--- config.mk ---
export PLATFORM = sky130hd
export DESIGN_NAME = bcrypt_sched
export DESIGN_NICKNAME = d
export VERILOG_FILES = /design/src/rtl/bcrypt_sched.sv
export SDC_FILE = /design/constraint.sdc
export NUM_CORES = 1
export LEC_CHECK = 0
export BUFFER_PORTS_ARGS = -buffer_cell sky130_fd_sc_hd__clkbuf_2
export CORE_ASPECT_RATIO = 1.5
export CORE_MARGIN = 2
export CORE_UTILIZATION = 60
export CTS_BUF_LIST = sky130_fd_sc_hd__clkbuf_2
export CTS_CLUSTER_SIZE = 40
export DETAILED_ROUTE_END_ITERATION = 6
export PLACE_DENSITY_LB_ADDON = 0.08
export SETUP_SLACK_MARGIN = 0.2
export SLEW_MARGIN = 20
export SYNTH_ARGS = -nofsm -noshare
export SYNTH_HDL_FRONTEND = slang
export SYNTH_SLANG_ARGS = --single-unit
--- constraint.sdc ---
create_clock -name clk -period 4.4 [get_ports clk]
set_input_delay 0.22 -clock clk [delete_from_list [all_inputs] [get_ports clk]]
set_output_delay 0.22 -clock clk [all_outputs]
set_load 0.05 [all_outputs]
--- src/rtl/bcrypt_sched.sv ---
// -----------------------------------------------------------------------------
// bcrypt_sched
//
// Sequencing controller for the bcrypt EksBlowfish datapath. After an accepted
// start it walks the datapath through one INIT ExpandKey, 2^cost pairs of
// (key, salt) ExpandKey loops, and the 64x3 ciphertext block encryption. It
// issues one strobe per cycle for each datapath action.
//
// Each ExpandKey is one XOR cycle followed by 521 blocks. Every block is
// LOAD, 16 x ROUND, STORE. Blocks 0..8 store to the P pairs and blocks 9..520
// store to the S-box pairs. The ciphertext phase runs 192 blocks with no
// stores to P or S.
//
// Optional feature macro: BCRYPT_SCHED_COST_CHECK_EN
//   When defined, a start with cost < MIN_COST is refused. The block pulses
//   err and stays idle. When undefined, every cost 0..31 is accepted and err
//   is constant 0.
//
// Ports:
//   clk       in   system clock, rising edge
//   reset     in   asynchronous active-high reset
//   start     in   one-cycle hash request, sampled only while idle
//   cost[4:0] in   log2 iteration count, latched on accepted start
//   hold      in   stall: freezes state/counters, gates all strobes low
//   p_xor     out  P ^= selected key/salt vector
//   key_sel   out  0 = key, 1 = salt
//   blk_load  out  load L,R for a new block
//   salt_mix  out  XOR next salt half into L,R on load
//   round_en  out  one Feistel round
//   round_idx out  round number 0..15 (0 when round_en is low)
//   store_p   out  write L,R to P pair selected by psel
//   psel[8:0] out  one-hot P pair select
//   store_s   out  write L,R to S pair at s_addr
//   s_addr    out  S pair index: [8:7] box, [6:0] pair
//   ct_load   out  current block is a ciphertext block
//   busy      out  hash in progress
//   done      out  one-cycle completion pulse
//   err       out  one-cycle illegal-cost pulse
// -----------------------------------------------------------------------------
module bcrypt_sched #(
   parameter int MIN_COST = 4
) (
   input  logic       clk,
   input  logic       reset,
   input  logic       start,
   input  logic [4:0] cost,
   input  logic       hold,
   output logic       p_xor,
   output logic       key_sel,
   output logic       blk_load,
   output logic       salt_mix,
   output logic       round_en,
   output logic [3:0] round_idx,
   output logic       store_p,
   output logic [8:0] psel,
   output logic       store_s,
   output logic [8:0] s_addr,
   output logic       ct_load,
   output logic       busy,
   output logic       done,
   output logic       err
);

   typedef enum logic [2:0] {
      S_IDLE, S_XOR, S_LOAD, S_ROUND, S_STORE, S_DONE
   } state_t;

   typedef enum logic [1:0] {
      PH_INIT, PH_LOOP_KEY, PH_LOOP_SALT, PH_CTEXT
   } phase_t;

`ifdef BCRYPT_SCHED_COST_CHECK_EN
   localparam logic LP_COST_CHECK = 1'b1;
`else
   localparam logic LP_COST_CHECK = 1'b0;
`endif

   localparam logic [9:0] LP_LAST_BLK = 10'd520;
   localparam logic [9:0] LP_P_BLKS   = 10'd9;
   localparam logic [7:0] LP_LAST_CT  = 8'd191;

   state_t      r_state, w_state_nxt;
   phase_t      r_phase, w_phase_nxt;
   logic [3:0]  r_round, w_round_nxt;
   logic [9:0]  r_blk,   w_blk_nxt;
   logic [31:0] r_iter,  w_iter_nxt;
   logic [7:0]  r_ct,    w_ct_nxt;
   logic [4:0]  r_cost,  w_cost_nxt;
   logic        r_err,   w_err_nxt;

   logic        w_cost_low;
   logic        w_accept;
   logic        w_adv;
   logic [31:0] w_iter_inc;
   logic [31:0] w_target;
   logic        w_expand;
   logic        w_p_blk;
   logic [9:0]  w_s_idx;

   // With the check disabled LP_COST_CHECK is 0, so no start is refused and
   // r_err never leaves 0.
   assign w_cost_low = ({27'd0, cost} < MIN_COST);
   assign w_accept   = start & ~(w_cost_low & LP_COST_CHECK);

   // hold freezes everything except the idle state, where it has no effect.
   assign w_adv      = ~hold | (r_state == S_IDLE);

   // The counter must reach 2^cost exactly; for cost 31 this is bit 31.
   assign w_iter_inc = r_iter + 32'd1;
   assign w_target   = 32'd1 << r_cost;

   always_ff @(posedge clk or posedge reset) begin
      if (reset) begin
         r_state <= S_IDLE;
         r_phase <= PH_INIT;
         r_round <= 4'd0;
         r_blk   <= 10'd0;
         r_iter  <= 32'd0;
         r_ct    <= 8'd0;
         r_cost  <= 5'd0;
         r_err   <= 1'b0;
      end else begin
         r_state <= w_state_nxt;
         r_phase <= w_phase_nxt;
         r_round <= w_round_nxt;
         r_blk   <= w_blk_nxt;
         r_iter  <= w_iter_nxt;
         r_ct    <= w_ct_nxt;
         r_cost  <= w_cost_nxt;
         r_err   <= w_err_nxt;
      end
   end

   always_comb begin
      w_state_nxt = r_state;
      w_phase_nxt = r_phase;
      w_round_nxt = r_round;
      w_blk_nxt   = r_blk;
      w_iter_nxt  = r_iter;
      w_ct_nxt    = r_ct;
      w_cost_nxt  = r_cost;
      w_err_nxt   = (r_state == S_IDLE) & start & w_cost_low & LP_COST_CHECK;

      if (w_adv) begin
         case (r_state)
            S_IDLE: begin
               if (w_accept) begin
                  w_state_nxt = S_XOR;
                  w_phase_nxt = PH_INIT;
                  w_round_nxt = 4'd0;
                  w_blk_nxt   = 10'd0;
                  w_iter_nxt  = 32'd0;
                  w_ct_nxt    = 8'd0;
                  w_cost_nxt  = cost;
               end
            end
            S_XOR: begin
               w_state_nxt = S_LOAD;
               w_blk_nxt   = 10'd0;
            end
            S_LOAD: begin
               w_state_nxt = S_ROUND;
               w_round_nxt = 4'd0;
            end
            S_ROUND: begin
               if (r_round == 4'd15) begin
                  w_state_nxt = S_STORE;
                  w_round_nxt = 4'd0;
               end else begin
                  w_round_nxt = r_round + 4'd1;
               end
            end
            S_STORE: begin
               if (r_phase == PH_CTEXT) begin
                  if (r_ct == LP_LAST_CT) begin
                     w_state_nxt = S_DONE;
                  end else begin
                     w_ct_nxt    = r_ct + 8'd1;
                     w_state_nxt = S_LOAD;
                  end
               end else if (r_blk == LP_LAST_BLK) begin
                  // End of one ExpandKey: choose the next phase.
                  w_blk_nxt = 10'd0;
                  case (r_phase)
                     PH_INIT: begin
                        w_phase_nxt = PH_LOOP_KEY;
                        w_state_nxt = S_XOR;
                     end
                     PH_LOOP_KEY: begin
                        w_phase_nxt = PH_LOOP_SALT;
                        w_state_nxt = S_XOR;
                     end
                     default: begin
                        w_iter_nxt = w_iter_inc;
                        if (w_iter_inc == w_target) begin
                           w_phase_nxt = PH_CTEXT;
                           w_state_nxt = S_LOAD;
                           w_ct_nxt    = 8'd0;
                        end else begin
                           w_phase_nxt = PH_LOOP_KEY;
                           w_state_nxt = S_XOR;
                        end
                     end
                  endcase
               end else begin
                  w_blk_nxt   = r_blk + 10'd1;
                  w_state_nxt = S_LOAD;
               end
            end
            S_DONE: begin
               w_state_nxt = S_IDLE;
               w_phase_nxt = PH_INIT;
            end
            default: begin
               w_state_nxt = S_IDLE;
            end
         endcase
      end
   end

   // Outputs decode only registered state, so inputs have no combinational
   // path to them. The one exception is hold, which gates the strobes.
   assign w_expand  = (r_phase != PH_CTEXT);
   assign w_p_blk   = (r_blk < LP_P_BLKS);
   assign w_s_idx   = r_blk - LP_P_BLKS;

   assign busy      = (r_state != S_IDLE) && (r_state != S_DONE);
   assign p_xor     = (r_state == S_XOR) & ~hold;
   assign blk_load  = (r_state == S_LOAD) & ~hold;
   // INIT loads take salt words, so key_sel is forced to salt there.
   assign key_sel   = busy & ((r_phase == PH_LOOP_SALT) |
                              ((r_phase == PH_INIT) & (r_state == S_LOAD)));
   assign salt_mix  = blk_load & (r_phase == PH_INIT);
   assign round_en  = (r_state == S_ROUND) & ~hold;
   assign round_idx = round_en ? r_round : 4'd0;
   assign store_p   = (r_state == S_STORE) & w_expand & w_p_blk & ~hold;
   assign store_s   = (r_state == S_STORE) & w_expand & ~w_p_blk & ~hold;
   assign psel      = ((r_state == S_STORE) && w_expand && w_p_blk) ?
                      (9'd1 << r_blk[3:0]) : 9'd0;
   assign s_addr    = ((r_state == S_STORE) && w_expand && !w_p_blk) ?
                      w_s_idx[8:0] : 9'd0;
   assign ct_load   = (r_phase == PH_CTEXT) &&
                      ((r_state == S_LOAD) || (r_state == S_ROUND) ||
                       (r_state == S_STORE));
   assign done      = (r_state == S_DONE) & ~hold;
   assign err       = r_err;

endmodule
After elaboration in Yosys (flattened, before gate mapping)

Cells that the tools add are included.

Multiply operators: 0
Div/mod/pow operators: 0
Shift-type cells: 2
Add/sub/neg operators: 5
Eq/ne operators: 23
Reduce and logical (&&, ||, !) cells: 23
Bitwise logic cells: 16
Multiplexer cells: 36
$lt $le $gt $ge: 1

Operators by type and width:

| operator                                                    | number |
|---|---|
| two-way mux 32 bit                                          | 4 |
| case mux 32 bit (2 select lines)                            | 1 |
| two-way mux 8 bit                                           | 6 |
| adder 32 x 1 -> 32 bit, second input constant               | 1 |
| == test 32 bit                                              | 1 |
| << shifter 1 x 5 -> 32 bit, first input constant            | 1 |
| two-way mux 10 bit                                          | 3 |
| case mux 10 bit (3 select lines)                            | 1 |
| two-way mux 9 bit                                           | 2 |
| case mux 8 bit (2 select lines)                             | 1 |
| two-way mux 3 bit                                           | 5 |
| case mux 3 bit (5 select lines)                             | 1 |
| bitwise AND 1 bit                                           | 12 |
| two-way mux 2 bit                                           | 6 |
| two-way mux 4 bit                                           | 3 |
| inequality test 2 bit, second input constant                | 6 |
| case mux 4 bit (3 select lines)                             | 1 |
| nonzero test 3 bit                                          | 4 |
| adder 10 x 1 -> 10 bit, second input constant               | 1 |
| == test 10 bit, second input constant                       | 1 |
| less-than comparator 10 x 4 -> 1 bit, second input constant | 1 |
| inequality test 3 x 2 -> 1 bit, second input constant       | 3 |
| AND reduction 3 bit                                         | 3 |
| << shifter 1 x 4 -> 9 bit, first input constant             | 1 |
| other kinds (26)                                            | 37 |

Output and inout port bits: 33
Memory bits (writable): 0
Logic and storage cells: 113
ROM bits: 0
Bits of input ports: 9
Memories kept: 0
Bits in registers: 64
Latch bits: 0

Logic depth before layout (Yosys ltp)

Gate-level depths: netlist of the first run.

Depth after elaboration: 7
Depth in mapped cells: 12

Worst setup path before layout of the first run

Ideal clock, no wire load.

Path kind: register to output
Start: reg r_state[0]
End: out salt_mix
Path slack: 0.998 ns
Buffers on the path: 2
Required time: 4.180 ns
Cell stages (with the launch flop): 5
Data arrival time: 3.182 ns
Cells stage by stage: dfrtp_1 > clkbuf_1 > clkbuf_1 > nor3b_1 > nor3b_1

Longest elaborated chain between the ends: 3

Ends and longest elaborated chain:

| item                   | RTL line | text |
|---|---|---|
| start, declared        | 82       | `state_t r_state, w_state_nxt;` |
| start signal, assigned | 123      | `r_state <= w_state_nxt;` |
| == test 3 x 2 -> 1 bit | 229      | `assign blk_load = (r_state == S_LOAD) & ~hold;` |
| bitwise AND 1 bit      | 229      |  |
| named net blk_load     | 50       | `output logic blk_load,` |
| bitwise AND 1 bit      | 233      | `assign salt_mix = blk_load & (r_phase == PH_INIT);` |
| end, declared          | 51       | `output logic salt_mix,` |

The timed path passes the listed nets, and every way through them passes these cells.

Worst setup path after layout of the first run

Start: reg r_iter[0]
End: reg r_ct[3]

Longest elaborated chain between the ends: 4

Ends and longest elaborated chain:

| item                                     | RTL line | text |
|---|---|---|
| start, declared                          | 86       | `logic [31:0] r_iter, w_iter_nxt;` |
| start signal, assigned                   | 127      | `r_iter <= w_iter_nxt;` |
| adder 32 x 1 -> 32 bit                   | 109      | `assign w_iter_inc = r_iter + 32'd1;` |
| == test 32 bit                           | 195      | `if (w_iter_inc == w_target) begin` |
| inequality test 3 x 2 -> 1 bit (no line) | --       |  |
| AND reduction 7 bit (no line)            | --       |  |
| end signal, assigned                     | 128      | `r_ct <= w_ct_nxt;` |
| end, declared                            | 87       | `logic [7:0] r_ct, w_ct_nxt;` |

No other way between the ends.
A chain may end at the register's enable or synchronous reset.

==> results_dict.tcl, run 1 <==
set metrics [dict create \
    tightest_slew_ns 0.893 \
    utilization_pct 66.3 \
    syn_area_um2 5240 \
    cts_sinks 64 \
    start_util_pct 61.8 \
    port-buffer-count 40 \
    cp_data_arrival_time_ns 4.08 \
    ys.flop_type "dfrtp_1" \
    syn_avg_cell_area_um2 7.70 \
    fin_worst_skew_ns 0.0215 \
    ant_nets 0 \
    dp_hpwl_um 10600 \
    grt_overflow_total 0 \
    cts-root-buf "clkbuf_2" \
    fp.dieArea_um2 9500 \
    cts_setup_buffers 0 \
    maxSlewViolCount 0 \
    clock.fmax_mhz 277 \
    reg2reg_from "r_iter[0]" \
    drive_above_1_share_pct 11.9 \
    core_um2 8460 \
    antennaDiodeCount 0 \
    drc 0 \
    cts_buffers 9 \
    cp_data_required_time_ns 4.86 \
    crit_type "reg2reg" \
    holdBufCountCts 6 \
    yosysWarningCount 0 \
    dieHeight_um 118 \
    finalCritPeriodShare_pct 82.2 \
    drt_iter0_markers 413 \
    track_usage_pct 31.5 \
    clock_path_buffers 2 \
    antenna_found_initial 0 \
    cap_viol_max_count 0 \
    ioPinCount 42 \
    die_width_um 80.3 \
    ys_ff_latch 64 \
    relSlewSlack_pct 40.3 \
    vias 5152 \
    min_from "hold" \
    syn2layout_area_growth_pct 7.12 \
    nets 721 \
    ys_seq_area_share_pct 30.6 \
    synth_top_cell_by_area "dfrtp_1" \
    grt_setup_unrepaired "no" \
    synthCells 680 \
    fin_ws_ns 0.785 \
    crit_fanout 9 \
    pre_cts_slack_ns 0.827 \
    synth-edff-count 0 \
    synth_cell_type_count 67 \
    fin_crit_ns 3.61 \
    status "finished, final reports clean" \
    post_cts_resized 0 \
    clkTransAtPathRegs_ns 0.18 \
    htree_num_levels 3 \
    power.density_nw_per_um2 388 \
    synth.top_cell.area_share_pct 30.6 \
    dr.pass1.iters 5 \
    grt_pass1_wl_um 23600 \
    placementRows 41 \
    critPathLaunchType "register" \
    power.leakage_nw 2.41 \
    worstSkewPairLatency_ns 0.55 \
    grt_pass1_vias 4835 \
    hp-class "in2reg" \
    gp_congestion 1.01 \
    syn_nets 700 \
    vdd_drop_max_v 0.000329 \
    via_per_inst 6.34 \
    tritoncts "yes" \
    finalHoldViolations 0 \
    routed_wl_um 14300 \
    crit_path_start "r_iter[0]" \
    finalSetupViolCount 0 \
    worst_setup_path_end_kind "register" \
    tns_ns 0 \
    post_drt_wl_per_cell_um 17.5 \
    grt_max_degree 65 \
    rrSetupSlack_ns 0.79 \
    yosys-top-cells-area "dfrtp_1, o21ai_0, nand2_1, xnor2_1, nor2_1" \
    async_reset_ff_share_pct 100 \
]
cell usage after synthesis, drive strengths merged (4+ instances only):
cell,n
xor2,16
o21a,5
a211oi,4
or3,9
buf,9
xnor2,32
a31oi,8
nor4,9
and4,4
clkbuf,35
a21oi,24
mux2i,7
or4,5
dfrtp,64
o21ai,67
nand4,12
ha,11
nand2,81
nor2,67
and2,17
inv,20
or2,4
nand2b,10
nor3,32
o31ai,26
nor2b,7
nor3b,5
nand3,33
and3,16
mux2,4
final timing paths:
check	end	cells past startpoint
worst max-delay path	r_ct[3]	11
worst min-delay path	r_state[2]	3
worst max register to register	r_ct[3]	11
worst min register to register	r_iter[31]	1
max in group asynchronous	r_iter[0]	4
min in group asynchronous	r_iter[10]	4
final cells by class:
type / instances / area (um^2)
inverters: 20 / 75.1
clock inverters: 7 / 62.6
fillers: 752 / 2860
repair buffers: 54 / 320
flip-flops and latches: 64 / 1600
clock buffers: 9 / 45.0
well taps: 107 / 134
multi-input cells: 552 / 3370
sequential cells by signal, indices dropped and copies added, names as in the netlist:
signal / cells
r_iter: 32
r_round: 4
r_phase: 2
r_cost: 5
r_ct: 8
r_state: 3
r_blk: 10
kinds of logic after synthesis:
family | share of synthesized area, %
and+or+nand+nor | 31.4
AOI/OAI and AO/OA | 19.4
DFF | 30.6
buffers and inverters | 5.04
xor gates and xnor gates | 8.46
adders and majority gates | 2.82
muxes | 2.20
other | 0.0716
report_power, final:
group / leakage [nW] / internal (W) / switching [W] / total, W
clock network: 0.0644 / 0.000125 / 0.000233 / 0.000358
logic: 1.47 / 0.000351 / 0.000660 / 0.00101
registers: 0.878 / 0.000639 / 0.000168 / 0.000808
layout by cell type, fill, tap and decap left out, types with 3 or more instances in the layout:
cell and count:
or4_1 4, and4_1 4, dlygate4sd3_1 6, nand4_1 10, nand2_1 81, or2_2 4, clkbuf_2 49, and2_1 16
xor2_1 16, o21ai_0 65, inv_1 19, and3_1 15, buf_4 8, clkinv_1 3, mux2_2 4, nand2b_1 10
a21oi_1 24, nand3_1 33, a211oi_1 4, o21a_1 5, or3_1 9, nor4_1 7, xnor2_1 32, nor3_1 32
dfrtp_1 64, a21o_1 3, o31ai_1 26, nor2b_1 7, o41ai_1 3, a31oi_1 8, ha_1 11, mux2i_1 7
nor2_1 67, nor3b_1 5, nand3b_1 3
worst max-delay path, cell delays in order, from the launching register on:
cell and delay, ns:
dfrtp_1 0.48, ha_1 0.30, and4_1 0.36, nand3_1 0.33, or4_1 0.67, xnor2_1 0.16
nor4_1 0.18, nand4_1 0.20, nand4b_2 0.28, a21boi_4 0.31, nand2_1 0.08, a21o_1 0.18
metrics by stage:
| step | instance area, um^2 | total power (W) | cells | hold slack [ns] |
|---|---|---|---|---|
| 6_report | 5610 | 0.00218 | 813 | 0.104 |
| 5_1_grt | 5610 | 0.00233 | 813 | 0.111 |
| 4_1_cts | 5610 | 0.00217 | 813 | 0.0768 |
| 3_5_place_dp | 5440 | 0.00181 | 791 | 0.449 |
| 3_3_place_gp | 5440 | 0.00179 | 791 | 0.446 |
| 2_1_floorplan | 5240 | 0.00156 | 680 | 0.337 |
layer usage:
layer | vias to the layer above | global-route usage (%) | routed length [um]
met5 | - | 0 | 0
li1 | 2460 | - | -
met1 | 2439 | 36.5 | 5480
met2 | 187 | 53.4 | 7350
met4 | 0 | 17.3 | 733
met3 | 66 | 6.11 | 710
(Power assumes the default switching activity.)
==> inputs of run 2 (changes only) <==
clock period = 3.4 ns   (was 4.4 ns; I/O delays follow)
==> results_dict.tcl, run 2 (synthesized netlist as in run 1, its figures left out) <==
set metrics [dict create \
    cp_data_required_time_ns 3.82 \
    largest_register_ffs 32 \
    fp.dieArea_um2 9500 \
    internal_power_w 0.00147 \
    drive_above_1_share_pct 19.2 \
    htree_num_levels 3 \
    ant_nets 0 \
    track_usage_pct 32.9 \
    dpl_cell_area_um2 5650 \
    grt_pass1_vias 5065 \
    finalCritPeriodShare_pct 91.7 \
    ioPinCount 42 \
    reg_top3 "r_iter: 32 flops, r_blk: 10 flops, r_ct: 8 flops" \
    grt_setup_unrepaired "yes" \
    cp_data_arrival_time_ns 3.54 \
    switching_share_pct 48.9 \
    tns_ns 0 \
    grt_pass1_wl_um 24500 \
    clkPwrFrac_pct 13.5 \
    antenna_found_initial 0 \
    most-common-layout-cells "nand2_1, nor2_1, o21ai_0" \
    drc 0 \
    power.switching_w 0.00140 \
    crit_family "simple AND/OR/NAND/NOR gates" \
    placementRows 41 \
    utilization_pct 70.2 \
    final_area_um2 5940 \
    crit_type "reg2reg" \
    nets 758 \
    die_width_um 80.3 \
    grt_overflow_total 0 \
    combPwrFrac_pct 52.1 \
    vias 5252 \
    crit_path_start "r_iter[1]" \
    dr.pass1.iters 5 \
    power.density_nw_per_um2 483 \
    cp_slowest_stage_delay_ns 0.41 \
    hp-class "in2reg" \
    cts_sinks 64 \
    tritoncts "yes" \
    drt_iter0_markers 413 \
    syn2layout_area_growth_pct 13.5 \
    fin_crit_ns 3.12 \
    power.leakage_nw 2.58 \
    clkTransAtPathRegs_ns 0.19 \
    via_per_inst 6.18 \
    finalSetupViolCount 0 \
    clock_path_buffers 2 \
    worstSkewPairLatency_ns 0.54 \
    grt_max_degree 37 \
    crit_fanout 7 \
    antennaDiodeCount 0 \
    dp_hpwl_um 11200 \
    maxSlewViolCount 0 \
    cts_buffers 9 \
    clock.fmax_mhz 321 \
    reg2reg_from "r_iter[1]" \
    vdd_drop_max_v 0.000372 \
    cts-root-buf "clkbuf_2" \
    path_common_cell "buf_4" \
    largest-register "r_iter" \
    p_seq_share_pct 34.4 \
    final_common_cell "nand2_1" \
    worst_setup_path_end_kind "register" \
    min_from "hold" \
    finalHoldViolations 0 \
    path_cells "ha_1 -> and4_2 -> nand3_1 -> buf_4 -> nor4_4 -> xnor2_1 -> mux2i_1 -> buf_4 -> o211ai_1 -> nor3_1 -> a31oi_1 -> o31a_1" \
    status "finished, final reports clean" \
    cap_viol_max_count 0 \
    port-buffer-count 40 \
    routed_wl_um 15200 \
    fin_worst_skew_ns 0.0299 \
    critPathLaunchType "register" \
    tightest_slew_ns 0.732 \
    gp_congestion 0.972 \
    start_util_pct 61.8 \
    relSlewSlack_pct 50.5 \
    path_buf_inv 2 \
    dieHeight_um 118 \
    critPathSlowestCell "dfrtp_1" \
    post_drt_wl_per_cell_um 17.9 \
    core_um2 8460 \
]
-- run 2: cell count changes in the layout (fill, tap and decap cells not counted), moves of 2 or more --
cell / change
buf_4: +36
dfrtp_1: -12
nor4_2: +2
dfrtp_2: +12
nor4_1: -2
clkbuf_4: +3
clkbuf_2: -2
-- run 2: final cells by class --
type	instances	area, um^2
Multi-Input combinational cell	552	3420
Fill cell	711	2520
Sequential cell	64	1620
Timing Repair Buffer	91	618
Tap cell	107	134
Inverter	20	75.1
Clock buffer	11	55.1
Clock inverter	5	23.8
-- run 2: routing by layer --
layer / GRT usage [%] / routed length (um) / up-vias
met5: 0 / 0 / -
met3: 5.95 / 786 / 59
met1: 38.5 / 5910 / 2459
met2: 55.7 / 7770 / 206
li1: - / - / 2528
met4: 18.0 / 773 / 0
-- run 2: worst paths after layout --
check,to,slack (ns),depth (start not counted)
min in group asynchronous,r_ct[6],0.21,3
max in group asynchronous,r_iter[8],2.24,4
hold / removal,r_state[2],0.10,3
setup / recovery,r_state[0],0.28,12
hold reg to reg,r_ct[5],0.52,1
setup reg to reg,r_state[0],0.28,12
-- run 2: metrics by stage --
step | setup WS [ns] | total power (W) | instances | hold WS [ns]
final | 0.281 | 0.00287 | 850 | 0.101
after floorplan | 0.325 | 0.00201 | 680 | 0.287
after global placement | 0.298 | 0.00241 | 816 | 0.261
after CTS | 0.222 | 0.00283 | 839 | 0.0600
after global routing | 0.105 | 0.00307 | 850 | 0.0917
after detailed placement | 0.199 | 0.00244 | 816 | 0.273
-- run 2: timing repair --
item	in CTS	in global routing
hold buffers	6	0
hold endpoints to repair	33	0
endpoints found under the setup margin	10	44
pin swaps	0	3
gates resized for setup	3	29
buffers inserted	1	11
-- run 2: tightest hold or removal path: stages --
cell      delay, ns
clkbuf_2       0.22
o21ai_0        0.13
nand2_1        0.07
-- run 2: power groups by stage --
stage | Clock, W | Combinational, W | Sequential [W]
final | 0.000386 | 0.00150 | 0.000986
after global routing | 0.000428 | 0.00163 | 0.00101
after CTS | 0.000386 | 0.00147 | 0.000977
after detailed placement | 0 | 0.00145 | 0.000994
after global placement | 0 | 0.00142 | 0.000993
after floorplan | 0 | 0.00112 | 0.000890
